## src/rtl/fetch_unit_if.sv

```systemverilog
// Instruction-memory request/response bus between the fetch unit (master) and imem (slave).
interface fetch_unit_if;
  logic        imem_req;
  logic [31:0] imem_addr;
  logic        imem_rvalid;
  logic [31:0] imem_rdata;

  modport master (output imem_req, imem_addr, input imem_rvalid, imem_rdata);
  modport slave  (input imem_req, imem_addr, output imem_rvalid, imem_rdata);
endinterface

```

## src/rtl/fetch_unit.sv

```systemverilog
// Fetch front end: owns the fetch PC, single-outstanding imem requests, redirect/kill handling.
// Optional FETCH_BUF_EN adds a 2-entry instruction buffer so fetch can run ahead during stalls.
module fetch_unit #(
  parameter logic [31:0] RESET_PC = 32'h0000_0000,
  parameter logic [31:0] NOP_INST = 32'h0000_0013
) (
  input  logic               clk,
  input  logic               rst_n,
  input  logic [2:0]         PCSel,
  input  logic [31:0]        alu_target,
  input  logic [31:0]        pred_target,
  input  logic [31:0]        correct_target,
  input  logic               stall,
  input  logic               killF,
  fetch_unit_if.master       imem,
  output logic [31:0]        instF,
  output logic [31:0]        pcF,
  output logic [31:0]        pc4F,
  output logic               validF
);
  typedef enum logic [1:0] {RST, WAIT, DROP} state_t;

  state_t      state;
  logic [31:0] pc_req;
  logic [31:0] drop_addr;
  logic        redirect;
  logic [31:0] target;
  logic        req;
  logic        take;
  logic        adv;
  logic [31:0] adv_inst;
  logic [31:0] adv_pc;

  always_comb begin
    redirect = 1'b1;
    target   = 32'h0;
    case (PCSel)
      3'd1:    target = alu_target;
      3'd2:    target = pred_target;
      3'd3:    target = correct_target;
      default: redirect = 1'b0;
    endcase
    target[1:0] = 2'b00;
  end

`ifdef FETCH_BUF_EN
  logic [31:0] buf_inst [2];
  logic [31:0] buf_pc   [2];
  logic [1:0]  count;
  logic        rd_ptr;
  logic        wr_ptr;
  logic        push;
  logic        pop;

  assign req      = (state == DROP) || ((state == WAIT) && (count != 2'd2));
  assign take     = (state == WAIT) && (count != 2'd2) && imem.imem_rvalid && !redirect;
  assign adv      = (state != RST) && !redirect && !killF && !stall && ((count != 2'd0) || take);
  assign adv_inst = (count != 2'd0) ? buf_inst[rd_ptr] : imem.imem_rdata;
  assign adv_pc   = (count != 2'd0) ? buf_pc[rd_ptr] : pc_req;
  // An empty buffer lets a response go straight to F instead of being queued.
  assign push     = take && !(adv && (count == 2'd0));
  assign pop      = adv && (count != 2'd0);

  always_ff @(posedge clk) begin
    if (push) begin
      buf_inst[wr_ptr] <= imem.imem_rdata;
      buf_pc[wr_ptr]   <= pc_req;
    end
    if (!rst_n || redirect) begin
      count  <= 2'd0;
      rd_ptr <= 1'b0;
      wr_ptr <= 1'b0;
    end else begin
      count  <= count + {1'b0, push} - {1'b0, pop};
      rd_ptr <= rd_ptr ^ pop;
      wr_ptr <= wr_ptr ^ push;
    end
  end
`else
  // Stalled or killed responses are left unconsumed; memory re-presents them.
  assign req      = (state != RST);
  assign take     = (state == WAIT) && imem.imem_rvalid && !redirect && !killF && !stall;
  assign adv      = take;
  assign adv_inst = imem.imem_rdata;
  assign adv_pc   = pc_req;
`endif

  always_ff @(posedge clk) begin
    if (!rst_n) begin
      state     <= RST;
      pc_req    <= RESET_PC;
      drop_addr <= RESET_PC;
      instF     <= NOP_INST;
      pcF       <= RESET_PC;
      validF    <= 1'b0;
    end else if (state == RST) begin
      state <= WAIT;
    end else begin
      if (redirect)
        pc_req <= target;
      else if (take)
        pc_req <= pc_req + 32'd4;

      // The stale request keeps its own address until its response is swallowed.
      if (redirect && (state == WAIT) && req && !imem.imem_rvalid) begin
        state     <= DROP;
        drop_addr <= pc_req;
      end else if ((state == DROP) && imem.imem_rvalid) begin
        state <= WAIT;
      end

      if (redirect || killF) begin
        instF  <= NOP_INST;
        validF <= 1'b0;
      end else if (adv) begin
        instF  <= adv_inst;
        pcF    <= adv_pc;
        validF <= 1'b1;
      end
    end
  end

  assign imem.imem_req  = req;
  assign imem.imem_addr = (state == DROP) ? drop_addr : pc_req;
  assign pc4F           = pcF + 32'd4;
endmodule

```

## src/flat_wrapper.sv

```systemverilog
// flat-port wrapper written by rule: the top's interface ports become plain ports
module fetch_unit_flat 
#(
  parameter logic [31:0] RESET_PC = 32'h0000_0000,
  parameter logic [31:0] NOP_INST = 32'h0000_0013
)
  (clk, rst_n, PCSel, alu_target, pred_target, correct_target, stall, killF, instF, pcF, pc4F, validF, imem_imem_req, imem_imem_addr, imem_imem_rvalid, imem_imem_rdata);
  fetch_unit_if imem_i ();
  input  logic clk;
  input  logic rst_n;
  input  logic [2:0] PCSel;
  input  logic [31:0] alu_target;
  input  logic [31:0] pred_target;
  input  logic [31:0] correct_target;
  input  logic stall;
  input  logic killF;
  output logic [31:0] instF;
  output logic [31:0] pcF;
  output logic [31:0] pc4F;
  output logic validF;
  output wire logic [$bits(imem_i.imem_req)-1:0] imem_imem_req;
  output wire logic [$bits(imem_i.imem_addr)-1:0] imem_imem_addr;
  input wire logic [$bits(imem_i.imem_rvalid)-1:0] imem_imem_rvalid;
  input wire logic [$bits(imem_i.imem_rdata)-1:0] imem_imem_rdata;
  assign imem_imem_req = imem_i.imem_req;
  assign imem_imem_addr = imem_i.imem_addr;
  assign imem_i.imem_rvalid = imem_imem_rvalid;
  assign imem_i.imem_rdata = imem_imem_rdata;
  fetch_unit #(.RESET_PC(RESET_PC), .NOP_INST(NOP_INST)) u_core (.clk(clk), .rst_n(rst_n), .PCSel(PCSel), .alu_target(alu_target), .pred_target(pred_target), .correct_target(correct_target), .stall(stall), .killF(killF), .imem(imem_i), .instF(instF), .pcF(pcF), .pc4F(pc4F), .validF(validF));
endmodule
```

## config.mk

```make
export PLATFORM = sky130hd
export DESIGN_NAME = fetch_unit_flat
export DESIGN_NICKNAME = d
export VERILOG_FILES = /design/src/rtl/fetch_unit_if.sv /design/src/rtl/fetch_unit.sv /design/src/flat_wrapper.sv
export SDC_FILE = /design/constraint.sdc
export NUM_CORES = 1
export LEC_CHECK = 0
export ABC_AREA = 1
export ABC_CLOCK_PERIOD_IN_PS = 1800
export CAP_MARGIN = 20
export CORE_ASPECT_RATIO = 0.5
export CORE_MARGIN = 2
export CORE_UTILIZATION = 29
export DETAILED_ROUTE_END_ITERATION = 16
export SYNTH_ARGS = -nofsm -noshare
export SYNTH_HDL_FRONTEND = slang
export SYNTH_SLANG_ARGS = --single-unit
```

## constraint.sdc

```tcl
create_clock -name clk -period 1.8 [get_ports clk]
set_clock_uncertainty 0.05 [all_clocks]
set_input_delay 0.36 -clock clk [delete_from_list [all_inputs] [get_ports clk]]
set_output_delay 0.36 -clock clk [all_outputs]
set_load 0.02 [all_outputs]
```

==> run metrics <==
effective utilization at floorplan 0.2977; drt drc 0; Max Cap Viol 0; first-pass GRT wire length between 40000 and 50000 um; post-synthesis mux area share 0.009876; share of cells above drive strength 1 0.3347; Mapped Cells between 1000 and 1500; #FFs+latches synth around 130; most common cell after layout, fill and taps aside nand2_1; detailed placement HPWL 22730 um; RSZ-0062 raised after global routing true; final weighted congestion in routability-driven placement ~0.94; die area roughly 0.025 sq mm; CTS tree yes; Hold/Removal Path Class input pin to register; DR WL met2 14520 um; Num Clock Sinks 125; # diodes 0; DRT Pass-1 Iters 6; adder-cell area share of the yosys netlist 0.003658; yosys warns 0; DR top layer met4; count of cell types in the netlist 39; Pleak about 6 nW; CP endpoint kind output pin; Die X-Extent approximately 220 um; core area 0.02298 sq mm; Fin. Hold Viols 0; Worst EP required about 1.4 ns; clock root buffer clkbuf_16; Vias/cell roughly 4.9; simple-gate share of the synthesized area 0.3168; Placed Instances 1719; post-layout min period around 2.3 ns; Critical Path AT between 1.5 and 2 ns; failing checks setup timing; routed length on met1 approximately 14000 um; P&R area growth vs syn 91.61%; Non-Filler Instances 1789; syn avg cell area 6.503 sq um; post-synthesis sequential area ratio 0.3658; H-tree Lvls 4; routed wl met3 approximately 2600 um; row cnt 39; clk_lat worst skew between 0.4 and 0.5 ns; status complete, but fails checks; Pwr Density 647.1 mW/mm^2; fmax 0.4261 GHz; Total Power 0.008482 W; crit path kind register to output pin; most frequent cells in the layout nand2_1 (264), buf_4 (171), clkdlybuf4s50_1 (129); Max Slew Vio Count 0; Die Height ~110 um; I/O pin total 266; fillers about 2000; largest family of logic cells by synthesized area simple AND/OR/NAND/NOR gates; Cell Area, Synth between 0.006 and 0.007 sq mm; XOR/XNOR share of the synthesized area 0.04225; Clock Path Buffers 2; largest net degree at the start of global routing 90; post-synthesis compound-gate area fraction 0.1816; DR iter-0 viols 712; clock transition at the registers of the reported paths around 0.060 ns; worst-path fanout max 4; initial antenna violation count 0; via count 8841; Final #Nets around 1600; setup ws final -0.5468 ns; vias in the first global route approximately 8500; GRT Total Usage 0.2424; Startpoint Class register; final worst path period share 1.304; remaining global-route overflow 0; routed len/inst 17.72 um; Worst VDD drop roughly 700 uV; post-route ant nets 0; Setup Viol. Count Final between 50 and 60; IO Port Bufs roughly 250; Routed WL between 30000 and 40000 um; Inserted Clock Buffers 17
==> path summary, 6_finish.rpt <==
path         slack [ns]                          start                        endpoint  depth (start not counted)
max               -0.55     u_core.pcF[3]$_SDFFE_PN0P_                        pc4F[20]                          8
min                0.13                          rst_n    u_core.instF[1]$_SDFFE_PN1P_                          2
max reg2reg        0.10   u_core.state[0]$_SDFFE_PN0P_  u_core.adv_pc[12]$_SDFFE_PN0P_                          9
min reg2reg        0.41  u_core.instF[26]$_SDFFE_PN0P_   u_core.instF[26]$_SDFFE_PN0P_                          2
==> metrics by stage <==
stage          instance area [sq um]  hold slack, ns  worst slack, ns  utilization  TNS (ns)
2_1_floorplan                   7012          0.4010          -0.2117            -   -0.5903
5_1_grt                        13110          0.1175          -0.6250       0.5704    -20.44
6_report                       13110          0.1307          -0.5468       0.5704    -16.66
4_1_cts                        12470          0.1188          -0.5802       0.5427    -18.94
3_3_place_gp                   10950          0.3968          -0.5837       0.4763    -41.85
3_5_place_dp                   10950          0.4021          -0.5963       0.4763    -49.80
==> final cells by class <==
cell class              instances  area (sq um)  share of cell area
multi-input cells             808          4806              0.3666
repair buffers                455          4519              0.3448
flip-flops and latches        125          2545              0.1941
clock buffers                  17         425.4             0.03245
well taps                     307         384.1             0.02930
inverters                      63         236.5             0.01804
clock inverters                14         192.7             0.01470
==> what timing repair did <==
item                       in CTS  in global routing
pin swaps                      47                 33
buffers inserted               21                 18
gates cloned                    6                  5
setup endpoints to repair     101                165
hold endpoints to repair        0                  0
resized for setup             484                146
hold buffers                    0                  0
==> layer usage <==
metal,vias up,GRT usage
met2,322,0.3838
met1,4217,0.3240
met4,0,0.07606
li1,4263,-
met3,39,0.06283
met5,-,0
==> Yosys cell counts <==
master	number	area, sq um
clkbuf_2	3	15.01
o21ai_0	88	440.4
a31oi_1	3	18.77
ha_1	2	25.02
or2_2	1	6.260
inv_1	59	221.5
nand3b_1	2	15.01
buf_2	27	135.1
nor3_1	10	50.05
nand4_2	2	25.02
buf_6	2	22.52
a22oi_1	1	7.510
conb_1	1	3.750
xor2_1	26	227.7
a211oi_1	1	7.510
nand2_1	288	1081
a21oi_1	139	695.7
nand3_2	1	10.01
nor4_1	3	18.77
nand2_4	1	11.26
o21ai_1	9	45.04
nor2_1	120	450.4
nor2_4	2	22.52
nor3b_1	1	7.510
buf_4	7	52.55
and2_1	1	6.260
and3_1	1	6.260
nor2_2	8	50.05
nand3_1	59	295.3
nand2_2	4	25.02
mux2_2	6	67.56
nand4_1	9	56.30
o22ai_1	3	18.77
inv_2	4	15.01
xnor2_1	7	61.31
a21oi_2	1	8.760
dfxtp_1	125	2502
nor3_2	3	30.03
clkbuf_1	22	82.58
==> worst max-delay path: stages (launching register included) <==
cell and delay [ns]:
dfxtp_4 0.36, ha_4 0.14, nand2_4 0.06, nor3_4 0.21, nand4_4 0.19, nor2_4 0.17
buf_6 0.11, xor2_2 0.14, buf_6 0.13
==> kinds of logic (layout without fill, tap and decap cells) <==
group / after synthesis / in the layout
AO/OA/AOI/OAI: 245 / 245
XOR/XNOR: 33 / 33
adder cells (fa/ha/maj): 2 / 2
buffers and inverters: 124 / 549
flip-flops: 125 / 125
multiplexers: 6 / 6
other: 1 / 6
AND/OR/NAND/NOR: 516 / 516
==> registers in the layout, summed over array words and instances (netlist names) <==
register	count
u_core.adv_pc	30
u_core.instF	32
u_core.pcF	30
u_core.validF	1
u_core.drop_addr	30
u_core.state	2
==> power by group <==
group	leakage, nW	total (W)	internal, W	switching, W
Sequential	1.03	0.00300	0.00289	0.000118
Clock	0.295	0.00366	0.00231	0.00135
Combinational	4.74	0.00182	0.000900	0.000917
Power figures use the tool's default switching activity.
